<file path="src/rtl/bf16_pkg.sv">
// Shared bf16 add/sub datapath constants and alignment-shifter state encoding.
package bf16_pkg;

  localparam int unsigned EXP_W     = 8;
  localparam int unsigned MANT_W    = 8;
  localparam int unsigned GRS_W     = 3;
  localparam int unsigned SH_W      = MANT_W + 2;
  localparam int unsigned SAT_SHIFT = MANT_W + 2;
  localparam int unsigned AL_W      = MANT_W + GRS_W;
  localparam int unsigned CNT_W     = $clog2(SAT_SHIFT);

  typedef enum logic [1:0] {
    ST_IDLE  = 2'd0,
    ST_SHIFT = 2'd1,
    ST_DONE  = 2'd2
  } align_state_e;

endpackage

</file>
<file path="src/rtl/fp_align_shifter_if.sv">
// Operand/result handshake bundle for the pre-add alignment shifter.
interface fp_align_shifter_if;
  import bf16_pkg::*;

  logic              in_valid;
  logic              in_ready;
  logic [EXP_W-1:0]  exp_a;
  logic [EXP_W-1:0]  exp_b;
  logic [MANT_W-1:0] mant_a;
  logic [MANT_W-1:0] mant_b;
  logic              out_valid;
  logic              out_ready;
  logic [EXP_W-1:0]  exp_out;
  logic [MANT_W-1:0] mant_big;
  logic [AL_W-1:0]   mant_small_aligned;
  logic              swapped;

  modport master (
    output in_valid, exp_a, exp_b, mant_a, mant_b, out_ready,
    input  in_ready, out_valid, exp_out, mant_big, mant_small_aligned, swapped
  );

  modport slave (
    input  in_valid, exp_a, exp_b, mant_a, mant_b, out_ready,
    output in_ready, out_valid, exp_out, mant_big, mant_small_aligned, swapped
  );
endinterface

</file>
<file path="src/rtl/fp_align_shifter.sv">
// bf16 pre-add exponent alignment: orders operands by magnitude and right-shifts
// the smaller significand one bit per clock, keeping guard/round/sticky.
module fp_align_shifter
  import bf16_pkg::*;
(
  input logic               clk,
  input logic               rst_n,
  fp_align_shifter_if.slave bus
);

  logic              swap_c;
  logic [EXP_W-1:0]  exp_big_c;
  logic [EXP_W-1:0]  exp_small_c;
  logic [EXP_W-1:0]  diff_c;
  logic [MANT_W-1:0] mant_big_c;
  logic [MANT_W-1:0] mant_small_c;

  align_state_e      state;
  logic [CNT_W-1:0]  cnt;
  logic [SH_W-1:0]   sh;
  logic              sticky;
  logic [EXP_W-1:0]  exp_q;
  logic [MANT_W-1:0] mant_big_q;
  logic              swapped_q;
  logic              out_valid_q;
  logic              in_ready_q;

  // Magnitude compare and operand ordering; ties on both fields keep a first.
  always_comb begin
    swap_c = (bus.exp_b > bus.exp_a) ||
             ((bus.exp_b == bus.exp_a) && (bus.mant_b > bus.mant_a));
    exp_big_c    = bus.exp_a;
    exp_small_c  = bus.exp_b;
    mant_big_c   = bus.mant_a;
    mant_small_c = bus.mant_b;
    if (swap_c) begin
      exp_big_c    = bus.exp_b;
      exp_small_c  = bus.exp_a;
      mant_big_c   = bus.mant_b;
      mant_small_c = bus.mant_a;
    end
    diff_c = exp_big_c - exp_small_c;
  end

  always_ff @(posedge clk or negedge rst_n) begin
    if (!rst_n) begin
      state       <= ST_IDLE;
      cnt         <= '0;
      sh          <= '0;
      sticky      <= 1'b0;
      exp_q       <= '0;
      mant_big_q  <= '0;
      swapped_q   <= 1'b0;
      out_valid_q <= 1'b0;
      in_ready_q  <= 1'b1;
    end else begin
      case (state)
        ST_IDLE: begin
          if (bus.in_valid && in_ready_q) begin
            exp_q      <= exp_big_c;
            mant_big_q <= mant_big_c;
            swapped_q  <= swap_c;
            in_ready_q <= 1'b0;
            sh         <= {mant_small_c, 2'b00};
            sticky     <= 1'b0;
            if (diff_c == '0) begin
              state       <= ST_DONE;
              out_valid_q <= 1'b1;
            end else if (diff_c >= EXP_W'(SAT_SHIFT)) begin
              // Everything falls off the end; only the sticky bit survives.
              sh          <= '0;
              sticky      <= |mant_small_c;
              state       <= ST_DONE;
              out_valid_q <= 1'b1;
            end else begin
              cnt   <= CNT_W'(diff_c);
              state <= ST_SHIFT;
            end
          end
        end
        ST_SHIFT: begin
          sticky <= sticky | sh[0];
          sh     <= sh >> 1;
          cnt    <= cnt - CNT_W'(1);
          if (cnt <= CNT_W'(1)) begin
            state       <= ST_DONE;
            out_valid_q <= 1'b1;
          end
        end
        ST_DONE: begin
          if (bus.out_ready) begin
            out_valid_q <= 1'b0;
            in_ready_q  <= 1'b1;
            state       <= ST_IDLE;
          end
        end
        default: begin
          state       <= ST_IDLE;
          out_valid_q <= 1'b0;
          in_ready_q  <= 1'b1;
        end
      endcase
    end
  end

  assign bus.in_ready           = in_ready_q;
  assign bus.out_valid          = out_valid_q;
  assign bus.exp_out            = exp_q;
  assign bus.mant_big           = mant_big_q;
  assign bus.mant_small_aligned = {sh, sticky};
  assign bus.swapped            = swapped_q;

endmodule

</file>
<file path="src/flat_wrapper.sv">
// flat-port wrapper written by rule: the top's interface ports become plain ports
module fp_align_shifter_flat import bf16_pkg::*;
  (clk, rst_n, bus_in_valid, bus_exp_a, bus_exp_b, bus_mant_a, bus_mant_b, bus_out_ready, bus_in_ready, bus_out_valid, bus_exp_out, bus_mant_big, bus_mant_small_aligned, bus_swapped);
  fp_align_shifter_if bus_i ();
  input logic clk;
  input logic rst_n;
  input wire logic [$bits(bus_i.in_valid)-1:0] bus_in_valid;
  input wire logic [$bits(bus_i.exp_a)-1:0] bus_exp_a;
  input wire logic [$bits(bus_i.exp_b)-1:0] bus_exp_b;
  input wire logic [$bits(bus_i.mant_a)-1:0] bus_mant_a;
  input wire logic [$bits(bus_i.mant_b)-1:0] bus_mant_b;
  input wire logic [$bits(bus_i.out_ready)-1:0] bus_out_ready;
  output wire logic [$bits(bus_i.in_ready)-1:0] bus_in_ready;
  output wire logic [$bits(bus_i.out_valid)-1:0] bus_out_valid;
  output wire logic [$bits(bus_i.exp_out)-1:0] bus_exp_out;
  output wire logic [$bits(bus_i.mant_big)-1:0] bus_mant_big;
  output wire logic [$bits(bus_i.mant_small_aligned)-1:0] bus_mant_small_aligned;
  output wire logic [$bits(bus_i.swapped)-1:0] bus_swapped;
  assign bus_i.in_valid = bus_in_valid;
  assign bus_i.exp_a = bus_exp_a;
  assign bus_i.exp_b = bus_exp_b;
  assign bus_i.mant_a = bus_mant_a;
  assign bus_i.mant_b = bus_mant_b;
  assign bus_i.out_ready = bus_out_ready;
  assign bus_in_ready = bus_i.in_ready;
  assign bus_out_valid = bus_i.out_valid;
  assign bus_exp_out = bus_i.exp_out;
  assign bus_mant_big = bus_i.mant_big;
  assign bus_mant_small_aligned = bus_i.mant_small_aligned;
  assign bus_swapped = bus_i.swapped;
  fp_align_shifter u_core (.clk(clk), .rst_n(rst_n), .bus(bus_i));
endmodule
</file>
<file path="config.mk">
export PLATFORM = sky130hd
export DESIGN_NAME = fp_align_shifter_flat
export DESIGN_NICKNAME = d
export VERILOG_FILES = /design/src/rtl/bf16_pkg.sv /design/src/rtl/fp_align_shifter_if.sv /design/src/rtl/fp_align_shifter.sv /design/src/flat_wrapper.sv
export SDC_FILE = /design/constraint.sdc
export NUM_CORES = 1
export LEC_CHECK = 0
export BUFFER_PORTS_ARGS = -buffer_cell sky130_fd_sc_hd__buf_4
export CORE_MARGIN = 2
export CORE_UTILIZATION = 30
export DETAILED_ROUTE_END_ITERATION = 12
export PLACE_DENSITY = 0.62
export SLEW_MARGIN = 20
export SYNTH_ARGS = -nofsm -noshare
export SYNTH_HDL_FRONTEND = slang
export SYNTH_SLANG_ARGS = --single-unit
</file>
<file path="constraint.sdc">
create_clock -name clk -period 5.2 [get_ports clk]
set_clock_uncertainty 0.15 [all_clocks]
set_input_delay 0.78 -clock clk [delete_from_list [all_inputs] [get_ports clk]]
set_output_delay 0.78 -clock clk [all_outputs]
set_load 0.02 [all_outputs]
</file>
Word level (Yosys, flattened, before mapping) --
Cells that the tools add are included.
Operators by class: add/subtract/negate cells 2, $mul 0, div/mod/pow operators 0, magnitude comparators 4, eq/ne operators 9, shift operators 0, mux-type cells 31, bitwise gates (word level) 2, reduce and logical (&&, ||, !) cells 13
Operators by type and width (number):
- two-way mux 8 bit | 4
- two-way mux 10 bit | 3
- case mux 10 bit (2 select lines) | 1
- greater-than comparator 8 bit | 2
- two-way mux 4 bit | 3
- two-way mux 1 bit | 10
- two-way mux 2 bit | 5
- equality test 8 bit | 1
- >= comparator 8 x 4 -> 1 bit (second input constant) | 1
- zero test 8 bit | 1
- case mux 4 bit (2 select lines) | 1
- AND reduction 4 bit | 2
- OR reduction 8 bit | 1
- subtractor 8 bit | 1
- != test 2 bit (second input constant) | 3
- case mux 1 bit (3 select lines) | 2
- case mux 2 bit (3 select lines) | 1
- AND reduction 3 bit | 2
- <= comparator 4 x 1 -> 1 bit (second input constant) | 1
- != test 2 x 1 -> 1 bit (second input constant) | 2
- AND reduction 2 bit | 2
- subtractor 4 x 1 -> 4 bit (second input constant) | 1
- != test 3 x 1 -> 1 bit (second input constant) | 1
- equality test 2 x 1 -> 1 bit (second input constant) | 1
- 8 further kinds | 9
Storage, ports and cells: register bits 36, latch bits 0, RAM bits 0, ROM bits 0, input bits 36, logic and storage cells 70, memories kept 0

Longest topological paths before layout --
depth in word-level cells 10, mapped depth 21

Worst setup path after synthesis --
OpenSTA, ideal clock, no wires.
kind input to register, start in bus_mant_a[7], end reg u_core.cnt[3], arrival 5.320 ns, setup slack -0.396 ns, cell stages on the path 20, path buffers 5, cells stage by stage inv_1 ha_1 a21oi_1 o21ai_1 o311ai_4 and3_4 buf_6 buf_6 buf_1 buf_1 a21oi_1 ha_1 a221oi_2 xnor2_1 o22a_1 o21a_1 or4_4 buf_6 or3_1 o311a_1
Between the ends: cells in the longest elaborated chain, start to end 9, elaborated cells on any way between the ends 15, classes of those cells add/sub: 1; order compare: 2; eq/ne: 2; mux: 6; reduce/logical: 4
Ends and longest elaborated chain:
- start: declaration | RTL line flat_wrapper.sv:10 | input wire logic [$bits(bus_i.mant_a)-1:0] bus_mant_a;
- greater-than comparator 8 bit * | RTL line fp_align_shifter.sv:31 | ((bus.exp_b == bus.exp_a) && (bus.mant_b > bus.mant_a));
- logical AND 1 bit * | RTL line fp_align_shifter.sv:31
- logical OR 1 bit * | RTL line fp_align_shifter.sv:30 | swap_c = (bus.exp_b > bus.exp_a) ||
- two-way mux 8 bit | RTL line fp_align_shifter.sv:36 | if (swap_c) begin
- subtractor 8 bit * | RTL line fp_align_shifter.sv:42 | diff_c = exp_big_c - exp_small_c;
- branches (longest 4 deep; another with >= comparator 8 x 4 -> 1 bit)
- end signal: assignment | RTL line fp_align_shifter.sv:76 | cnt <= CNT_W'(diff_c);
- end signal: assignment | RTL line fp_align_shifter.sv:84 | cnt <= cnt - CNT_W'(1);
- end: declaration | RTL line fp_align_shifter.sv:19 | logic [CNT_W-1:0] cnt;
Mark *: on every way between the ends. The select of a mux whose other input is x is not followed. A chain may end at the register's enable or synchronous reset.

Final worst setup path --
start in bus_exp_a[5], end reg u_core.cnt[3]
Between the ends: cells in the longest elaborated chain, start to end 9, elaborated cells on any way between the ends 16, classes of those cells add/sub: 1; order compare: 2; eq/ne: 3; mux: 6; reduce/logical: 4
Ends and longest elaborated chain:
- start: declaration | RTL line flat_wrapper.sv:8 | input wire logic [$bits(bus_i.exp_a)-1:0] bus_exp_a;
- branches (longest 4 deep; another with greater-than comparator 8 bit)
- subtractor 8 bit * | RTL line fp_align_shifter.sv:42
- branches (longest 4 deep; another with >= comparator 8 x 4 -> 1 bit)
Marked as above.

==> impl_metrics.toml <==
[run_status]
status = "finished clean"

[setup_path]
reg2reg_depth = 5
cp-end-kind = "flip-flop"
path_class = "input pin to flip-flop"
slowest_delay_ps = 580
path_buf_inv = 2
path_delay_family = "simple AND/OR/NAND/NOR gates"
crit_arrival_ps = 4670
startpoint_type = "input pin"
critPathMaxFanout = 19
rr_endpoint = "u_core.cnt[2]"
slowest_stage = "or4_4"
cp.depth = 16
crit_path_frequent_cell = "ha_1"
reg2reg_from = "u_core.state[1]"
reg2reg_slack_ps = 2290
required_ps = 5220
crit_chain = "buf_4 > inv_1 > ha_1 > and4_4 > nand2_1 > o211ai_1 > and3_4 > a21oi_1 > ha_1 > a221oi_2 > xnor2_1 > o22a_1 > o21a_1 > or4_4 > or3_1 > o311a_1"

[route]
dr.pass1.iters = 4
route.antenna.remaining_nets = 0
met1_length_um = 3240
drt_iter0_markers = 127
top_layer_used = "met4"
drc_errors = 0
num_vias = 2500
avgViaCountPerCell = 5.14
route.met2.wl_um = 3430
routed-wl-met3_um = 320
routedWlPerCell_um = 14.6
drt-total-wl_um = 7090

[global_route]
antenna_found_initial = 0
grt_max_degree = 37
globalRoute.totalOverflow = 0
grt_pass1_vias = 2496
grt.total_usage = 0.143
grt_pass1_wl_um = 11800

[layout]
instances_no_fill = 486
areaGrowthSynthToFinish_pct = 23.3
nNetsFinal = 429
fin_util = 0.376
fillers = 944
final_layout_size_suffix_gt1_frac = 0.243
seqCellArea_um2 = 902
antenna_cells = 0
multiInputGateArea_mm2 = 0.00167

[power_and_ir_drop]
p_per_area_mw_per_mm2 = 420
ir_worst_vdd_mv = 0.219
leakage_nw = 1.68

[yosys]
synth_edf_count = 0
synthesis.area_mm2 = 0.00278
post-synth-top-count-cell = "a21oi_1"
synth_seq_cells = 36
synth_common_cells = "a21oi_1, dfrtp_1, nor2_1, inv_1, mux2i_1"
avgSynthCellArea_um2 = 8.74
yosysTopAreaCellShare = 0.315
synth_area_leader_cell = "dfrtp_1"
synth.top_cells.by_area = "dfrtp_1, mux2i_1, ha_1, a21oi_1, nor2_1"
synthCells = 318
async_flop_share = 1.00
seq_area_frac_synth = 0.325
yosys_warnings = 0
synthFlopType = "dfrtp_1"
syn_nets = 373
ys_types = 63

[timing]
max_freq_ghz = 0.215
timing_hold_violations_final = 0
slew_violations = 0
grt_setup_unrepaired = "no"
setup_viol = 0
fin_crit_ps = 4650
worst_slew_pin_slew_ps = 967
holdWs_ps = 280
max_slew_margin = 0.354
finalSetupTns_ps = 0
min_period_over_period = 0.894

[floorplanning]
core_mm2 = 0.00911
die_h_um = 100
fp.dieW_um = 100
rows = 35
start_util = 0.305
die_area_mm2 = 0.0100
num_io_pins = 66

[placed_design]
routabilityCongestion = 0.905
io_buffers = 65
dp_cells = 478
hpwl_um = 5490

[clock_network]
cts_tree = "built"
root_buffer = "clkbuf_8"
cts_buffers = 5
cts_buffer_depth = 2
ctsHoldBuffers = 0
cts_setup_buffers = 0
cts_resized = 0
h-tree-depth = 2
worstSkewPairLatency_ps = 290
cts_num_sinks = 36
path_clk_slew_ps = 80

[worst_hold_path]
worstHoldPathType = "input pin to asynchronous set/reset pin"

[flow_run]
drv_cap = 0
[metrics by stage]
| step | setup slack [ps] | total power, mW | area [um2] |
|---|---|---|---|
| after floorplan | 61.0 | 0.951 | 2780 |
| after global placement | 388 | 1.22 | 3330 |
| after detailed placement | 269 | 1.23 | 3330 |
| after CTS | 570 | 1.46 | 3430 |
| after global routing | 334 | 1.55 | 3430 |
| final | 553 | 1.44 | 3430 |
[area by class of cell]
class	count	area share
Inverter	26	0.0285
Sequential cell	36	0.263
Clock buffer	6	0.0241
Tap cell	111	0.0405
Multi-Input combinational cell	236	0.489
Clock inverter	2	0.00402
Timing Repair Buffer	69	0.151
[sequential cells by signal (all words and copies together), names as in the netlist]
register and count:
u_core.bus.exp_out 8, u_core.bus.in_ready 1, u_core.bus.mant_big 8, u_core.bus.out_valid 1, u_core.bus.swapped 1, u_core.cnt 4
u_core.sh 10, u_core.state 2, u_core.sticky 1
[how the worst max path moves through the flow]
stage	endpoint	from
global placement	u_core.cnt[3]	bus_mant_b[5]
global route	u_core.cnt[3]	bus_mant_a[7]
CTS	u_core.cnt[3]	bus_exp_a[5]
detailed placement	u_core.cnt[3]	bus_exp_a[5]
floorplan	u_core.cnt[3]	bus_mant_a[7]
finish	u_core.cnt[3]	bus_exp_a[5]
[kinds of logic after synthesis]
family | share of synthesized area
flip-flops | 0.325
AND/OR/NAND/NOR | 0.171
XOR/XNOR | 0.00946
multiplexers | 0.104
adder cells (fa/ha/maj) | 0.0855
AO/OA/AOI/OAI | 0.232
buffers and inverters | 0.0738
[report_power, final]
| part | switching (mW) | total [mW] | internal (mW) | leakage [nW] |
|---|---|---|---|---|
| clock network | 0.111 | 0.219 | 0.108 | 0.0516 |
| registers | 0.0922 | 0.498 | 0.406 | 0.434 |
| logic | 0.405 | 0.722 | 0.317 | 1.20 |
| total | 0.608 | 1.44 | 0.831 | 1.68 |
[cells in the final DEF, fill, tap and decap left out, drive strengths merged, types with 3 or more instances in the layout]
master	Yosys	final
a21oi	42	42
ha	19	19
and3	3	3
o211ai	6	6
mux2i	26	26
dfrtp	35	35
clkbuf	11	6
o311a	3	3
o22ai	7	7
nand2	16	16
nor2	35	35
inv	26	27
o311ai	3	3
nand2b	7	7
nor3	6	6
buf	9	69
a21boi	3	3
nand4	3	3
o21ai	10	10
xnor2	3	3
nor2b	4	4
nand3	6	6
[metal layers]
metal / track usage / vias to the layer above
met5: 0 / -
met4: 0.0379 / 0
li1: - / 1262
met1: 0.184 / 1171
met3: 0.0286 / 10
met2: 0.246 / 57
No activity file was read; power rests on OpenSTA's default activity.
